<file path="src/rtl/tdm_demux8.sv">
`default_nettype none
// ============================================================================
// Module      : tdm_demux8
// Description : Eight-channel time-division demultiplexer. A 3-bit slot
//               counter steps through the channels one valid sample at a time.
//               A HUNT/RUN lock machine aligns the counter to frame_sync and
//               recovers from early or missing sync markers.
//               Optional macro FRAME_LATCH_EN: samples are collected in a
//               shadow register, and dout updates all eight channels together
//               when the frame completes.
// Revision    : 1.0 - initial release
// ============================================================================
module tdm_demux8 #(
    parameter int W = 1
) (
    input  logic           clk,
    input  logic           rst,
    input  logic [W-1:0]   din,
    input  logic           din_valid,
    input  logic           frame_sync,
    output logic [8*W-1:0] dout,
    output logic [7:0]     ch_valid,
    output logic [2:0]     sel,
    output logic           frame_done,
    output logic           sync_err,
    output logic           locked
);

    typedef enum logic [0:0] {
        HUNT = 1'b0,
        RUN  = 1'b1
    } state_t;

    state_t         r_state;
    state_t         w_state_next;
    logic [2:0]     r_sel;
    logic [2:0]     w_sel_next;
    logic [8*W-1:0] r_dout;
    logic [7:0]     r_ch_valid;
    logic           r_frame_done;
    logic           r_sync_err;

    logic           w_wr;
    logic [2:0]     w_slot;
    logic           w_done;
    logic           w_err;

    // Lock machine and slot counter: decide the next state and whether/where this sample is written
    always_comb begin
        w_state_next = r_state;
        w_sel_next   = r_sel;
        w_wr         = 1'b0;
        w_slot       = 3'd0;
        w_done       = 1'b0;
        w_err        = 1'b0;
        if (din_valid) begin
            case (r_state)
                HUNT: begin
                    if (frame_sync) begin
                        w_wr         = 1'b1;
                        w_slot       = 3'd0;
                        w_sel_next   = 3'd1;
                        w_state_next = RUN;
                    end
                end
                RUN: begin
                    if (frame_sync) begin
                        // Early sync abandons the partial frame and restarts at slot 0
                        w_err      = (r_sel != 3'd0);
                        w_wr       = 1'b1;
                        w_slot     = 3'd0;
                        w_sel_next = 3'd1;
                    end else if (r_sel == 3'd0) begin
                        // A frame start without its marker means alignment is lost
                        w_err        = 1'b1;
                        w_state_next = HUNT;
                    end else begin
                        w_wr       = 1'b1;
                        w_slot     = r_sel;
                        w_sel_next = r_sel + 3'd1;
                        w_done     = (r_sel == 3'd7);
                    end
                end
                default: w_state_next = HUNT;
            endcase
        end
    end

    // State register, slot counter and event pulses
    always_ff @(posedge clk or posedge rst) begin
        if (rst) begin
            r_state      <= HUNT;
            r_sel        <= 3'd0;
            r_frame_done <= 1'b0;
            r_sync_err   <= 1'b0;
        end else begin
            r_state      <= w_state_next;
            r_sel        <= w_sel_next;
            r_frame_done <= w_done;
            r_sync_err   <= w_err;
        end
    end

`ifdef FRAME_LATCH_EN
    logic [8*W-1:0] r_shadow;
    logic [8*W-1:0] w_shadow_next;

    // Shadow frame including the sample being written this cycle
    always_comb begin
        w_shadow_next = r_shadow;
        if (w_wr) begin
            w_shadow_next[int'(w_slot)*W +: W] = din;
        end
    end

    // Collect samples privately; publish the whole frame only when slot 7 lands
    always_ff @(posedge clk or posedge rst) begin
        if (rst) begin
            r_shadow   <= '0;
            r_dout     <= '0;
            r_ch_valid <= 8'd0;
        end else begin
            r_shadow   <= w_shadow_next;
            r_ch_valid <= w_done ? 8'hFF : 8'h00;
            if (w_done) begin
                r_dout <= w_shadow_next;
            end
        end
    end
`else
    // Per-slot update: only the addressed channel changes, strobed one-hot
    always_ff @(posedge clk or posedge rst) begin
        if (rst) begin
            r_dout     <= '0;
            r_ch_valid <= 8'd0;
        end else begin
            r_ch_valid <= w_wr ? (8'd1 << w_slot) : 8'd0;
            if (w_wr) begin
                r_dout[int'(w_slot)*W +: W] <= din;
            end
        end
    end
`endif

    assign dout       = r_dout;
    assign ch_valid   = r_ch_valid;
    assign sel        = r_sel;
    assign frame_done = r_frame_done;
    assign sync_err   = r_sync_err;
    assign locked     = (r_state == RUN);

endmodule
`default_nettype wire
</file>
<file path="config.mk">
export PLATFORM = sky130hd
export DESIGN_NAME = tdm_demux8
export DESIGN_NICKNAME = d
export VERILOG_FILES = /design/src/rtl/tdm_demux8.sv
export SDC_FILE = /design/constraint.sdc
export NUM_CORES = 1
export LEC_CHECK = 0
export ABC_CLOCK_PERIOD_IN_PS = 3500
export BUFFER_PORTS_ARGS = -buffer_cell sky130_fd_sc_hd__buf_2
export CORE_MARGIN = 4
export CORE_UTILIZATION = 54
export CTS_BUF_LIST = sky130_fd_sc_hd__clkbuf_8
export DETAILED_ROUTE_END_ITERATION = 10
export PLACE_DENSITY = 0.8
export SYNTH_ARGS = -nofsm -noshare
export SYNTH_HDL_FRONTEND = slang
export SYNTH_SLANG_ARGS = --single-unit
</file>
<file path="constraint.sdc">
create_clock -name clk -period 3.5 [get_ports clk]
set_input_delay 0.7 -clock clk [delete_from_list [all_inputs] [get_ports clk]]
set_output_delay 0.7 -clock clk [all_outputs]
set_load 0.005 [all_outputs]
</file>
### Word level (Yosys, flattened, before mapping)

Index checks and enable logic that the tools add are counted.

| storage, ports and cells | value |
|---|---|
| flip-flop bits (word level) | 22 |
| latch bits | 0 |
| bits in writable memories | 0 |
| memory bits (read-only) | 0 |
| input port bits | 5 |
| output and inout bits | 22 |
| logic and storage cells | 41 |
| memories kept | 0 |

| cells by class | value |
|---|---|
| add/subtract/negate cells | 2 |
| multiply operators | 0 |
| divide/modulo/power cells | 0 |
| magnitude comparators | 0 |
| equal/unequal tests | 3 |
| shifts and indexed selects | 3 |
| muxes and demuxes | 23 |
| bitwise logic cells | 1 |
| reductions and logical operators | 3 |

Operators with widths:

| cell | count |
|---|---|
| $neg 3->33 | 1 |
| $shift 1x33->8 const A | 1 |
| $shiftx 1x33->8 | 1 |
| $mux 3 | 6 |
| $mux 1 | 12 |
| $pmux 3 s2 | 2 |
| $bwmux 8 | 1 |
| $mux 8 | 1 |
| $shl 1x3->8 const A | 1 |
| $add 3x1->3 const B | 1 |
| $eq 3x3->1 const B | 1 |
| $logic_not 3->1 | 1 |
| $ne 3x3->1 const B | 1 |
| $reduce_and 3->1 | 1 |
| $reduce_bool 3->1 | 1 |
| $ne 2x2->1 const B | 1 |
| $pmux 1 s2 | 1 |
| $not 1->1 | 1 |

### Depth between registers and ports, before layout

| logic depth | value |
|---|---|
| depth after elaboration | 8 |
| depth in mapped cells | 9 |
| gate-level depth less buffers | 9 |

### Worst setup path before layout

OpenSTA, ideal clock, no wires.

| timing | value |
|---|---|
| path type | in2reg |
| start point | in din_valid |
| end point | reg r_dout[2] (netlist: dout[2]) |
| library setup time | 0.128 ns |
| data arrival time | 2.752 ns |
| required time | 3.372 ns |
| setup slack | 0.620 ns |
| stages | 8 |
| buffers on the path | 1 |
| cell sequence | buf_2 -> and3b_4 -> nand3_1 -> ha_1 -> ha_1 -> or3b_2 -> nor4_1 -> mux2_1 |

| between the ends | value |
|---|---|
| longest elaborated chain between the ends | 4 |
| elaborated cells on any way between the ends | 6 |
| classes of those cells | add/sub (1); shift (2); mux (3) |

RTL lines:

| what | RTL line | text |
|---|---|---|
| from (decl) | 19 | `input logic din_valid,` |
| $mux 3 | 56 | `if (din_valid) begin` |
| $neg 3->33 | 139 | `r_dout[int'(w_slot)*W +: W] <= din;` |
| $shiftx 1x33->8 / $shift 1x33->8 (equally long branches) | 139 |  |
| $bwmux 8 | 139 |  |
| to (signal, indexed assignment) | 139 |  |
| to (decl) | 38 | `logic [8*W-1:0] r_dout;` |

Several ways; a longest one is shown, not always the timed one.
A chain may end at the register's enable or synchronous reset.

### Worst setup path after layout

| timing | value |
|---|---|
| start point | reg r_sel[0] (netlist: sel[0]) |
| end point | reg r_dout[2] (netlist: dout[2]) |

| between the ends | value |
|---|---|
| longest elaborated chain between the ends | 8 |
| elaborated cells on any way between the ends | 13 |
| classes of those cells | add/sub (1); shift (2); mux (9); reduce/logical (1) |

RTL lines:

| what | RTL line | text |
|---|---|---|
| from (decl) | 36 | `logic [2:0] r_sel;` |
| from (signal assigned) | 98 | `r_sel <= w_sel_next;` |
| $logic_not 3->1 | 73 | `end else if (r_sel == 3'd0) begin` |
| $mux 3 | 73 |  |
| $mux 3 | 67 | `if (frame_sync) begin` |
| $pmux 3 s2 | 57 | `case (r_state)` |
| $mux 3 | 56 |  |
| $neg 3->33 | 139 |  |
| $shiftx 1x33->8 / $shift 1x33->8 (equally long branches) | 139 |  |
| $bwmux 8 | 139 |  |

Several ways; a longest one is shown, not always the timed one.

==> run metrics <==
largest net degree at the start of global routing 23; buffers added on ports 26; fin util 67.1%; placement-stage cell area 0.00129 mm²; multiplexer share of the synthesized area 7.94%; worst hold endpoint dout[4]; Hold Crit Class register to register; Syn Area/Cell 11.0 µm²; hold path depth 1; total leakage power 0.723 nW; critical path endpoint category register; die footprint 0.00290 mm²; clock slew at reported path FFs 0.07 ns; Worst Max-Slew Pin Slew 0.757 ns; yosys warns 0; critical-path maximum fanout 7; count of cell types in the netlist 32; synthesized flop and latch total 22; PnR worst setup slack 0.579 ns; highest metal used met4; R2R Path Start sel[0]; Max-cap violations 0; critical path buffer and inverter count 1; setup_tns 0 ns; Post-Route Skew 0.00317 ns; number of core rows 16; FF-to-FF setup slack 0.58 ns; Crit Path Category register to register; Top FF cell, synth dfrtp_1; Worst Path Arrival 3.06 ns; Crit Reg-Reg Endpoint dout[2]; nets@finish 148; DR pass1 iterations 4; final setup fails 0; min-delay src dout[4]; post-layout instance area 0.00133 mm²; CTS max path bufs 2; CTS tree done; layout cells sized above 1 31.5%; max-slew violations 0; Final HPWL DP 1590 µm; Compound-Gate Fraction of Synth Area 7.50%; WP data required 3.64 ns; status complete, no violations; cells along the critical path inv_1 -> ha_1 -> or2b_4 -> nand3_1 -> ha_1 -> ha_1 -> or3b_2 -> nor4_1 -> mux2_1; CP peak stage delay 0.47 ns; GP Congestion 0.861; Post-Syn Instances 103; via count 836; crit path launch type register; DP Worst Slack 0.379 ns; H-tree depth 1; main combinational cell family by area after synthesis simple AND/OR/NAND/NOR gates; cts bufs inserted 3; XOR/XNOR Fraction of Synth Area 0%; Final Hold Vio Count 0; # IOs 27; hold buffer count at cts 0; core area 0.00198 mm²; post-CTS sizing 0; Slew headroom 49.5%; Seq/Total Area, Yosys 48.5%; DR iter-0 viols 14; Slowest-stage cell, CP or3b_2; most frequent cells in the layout buf_2 (26), dfrtp_1 (22), inv_1 (12); Hold Slack 0.488 ns; Top Family by Delay on Critical Path simple AND/OR/NAND/NOR gates; CTS Sinks 22; Mapped Nets 119; first-pass GRT wire length 3470 µm; wire per inst 13.0 µm; # DRC 0; chip height 53.8 µm; Post-Synth Simple-Gate Area 18.5%; total track usage 16.3%; Cell Area, Synth 0.00113 mm²; final worst-path cycle share 83.4%; routed wl met3 106 µm; Initial Utilization 57.3%; Detailed Route WL 2040 µm; Max IR drop VDD 0.314 mV; Post-DRT Antenna Nets 0; postcts setup bufs 0; vias in the first global route 795; min cycle time layout 2.92 ns; routed wl met2 1040 µm; Die Wd 53.8 µm; r2r worst-path depth 9; RSZ-0062 raised after global routing no; M1 WL 880 µm; clk root buf clkbuf_8; Async SR Flop Fraction 100%; EDFF count, synth 0; vias per cell 5.32; commonest non-fill, non-tap cell in the layout buf_2; area grow syn2layout 17.2%; GRT overflow 0; PwrDens 502 mW/mm²; Clk Latency, worst-skew pair 0.25 ns; Ant. Diodes 0; Adder-Cell Fraction of Synth Area 12.1%; fmax 0.342 GHz; initial antenna violation count 0; most used cell, CP ha_1
## cell type report
class	count	area (µm²)
fillers	155	652
flip-flops and latches	22	551
multi-input cells	66	523
repair buffers	26	130
inverters	13	51.3
clock buffers	3	41.3
well taps	27	33.8
## worst reg2reg max path: cells and delay by family (launching register included)
kind                     cells  cell delay, ns
multiplexers                 1            0.35
adder cells (fa/ha/maj)      3            0.84
AND/OR/NAND/NOR              4            1.10
flip-flops                   1            0.46
buffers and inverters        1            0.07
## power by group
group	switching (W)	internal [W]	total, W
clock	0.0000706	0.0000764	0.000147
combinational	0.000112	0.0000929	0.000205
sequential	0.0000341	0.000282	0.000316
total	0.000217	0.000451	0.000668
## layer usage
layer,vias up,GRT usage (%)
met2,26,26.8
met4,0,6.38
met1,395,21.9
met5,-,0
li1,413,-
met3,2,1.66
## per-stage QoR
step,std cells,power (W)
floorplan,103,0.000455
global placement,154,0.000513
detailed placement,154,0.000526
CTS,157,0.000672
global route,157,0.000711
finish,157,0.000668
## logic make-up (layout without fill, tap and decap cells)
| family | after synthesis | after routing |
|---|---|---|
| simple gates | 34 | 34 |
| flops | 22 | 22 |
| buf+inv | 15 | 42 |
| compound gates | 13 | 13 |
| fa+ha+maj | 11 | 11 |
| mux | 8 | 8 |
## cells in the mapped netlist, types with 3 or more instances
cell type	instances	area, µm²
dfrtp_1	22	551
inv_1	12	45.0
ha_1	11	138
nor2_1	6	22.5
nor3_1	6	30.0
mux2_2	5	56.3
mux2_1	3	33.8
nand2_1	3	11.3
nor4_1	3	18.8
o21ai_0	3	15.0
## state kept, by name, summed over array words and instances (netlist names)
| name | flops |
|---|---|
| frame_done | 1 |
| dout | 8 |
| sync_err | 1 |
| locked | 1 |
| ch_valid | 8 |
| sel | 3 |
## how the worst max path moves through the flow
stage | from | depth (start not counted) | slack [ns] | endpoint
floorplan | din_valid | 8 | 0.62 | dout[2]
global placement | frame_sync | 8 | 0.49 | dout[1]
detailed placement | frame_sync | 8 | 0.38 | dout[1]
CTS | sel[0] | 9 | 0.56 | dout[1]
global route | sel[0] | 9 | 0.38 | dout[2]
finish | sel[0] | 9 | 0.58 | dout[2]
(Power assumes the default switching activity.)
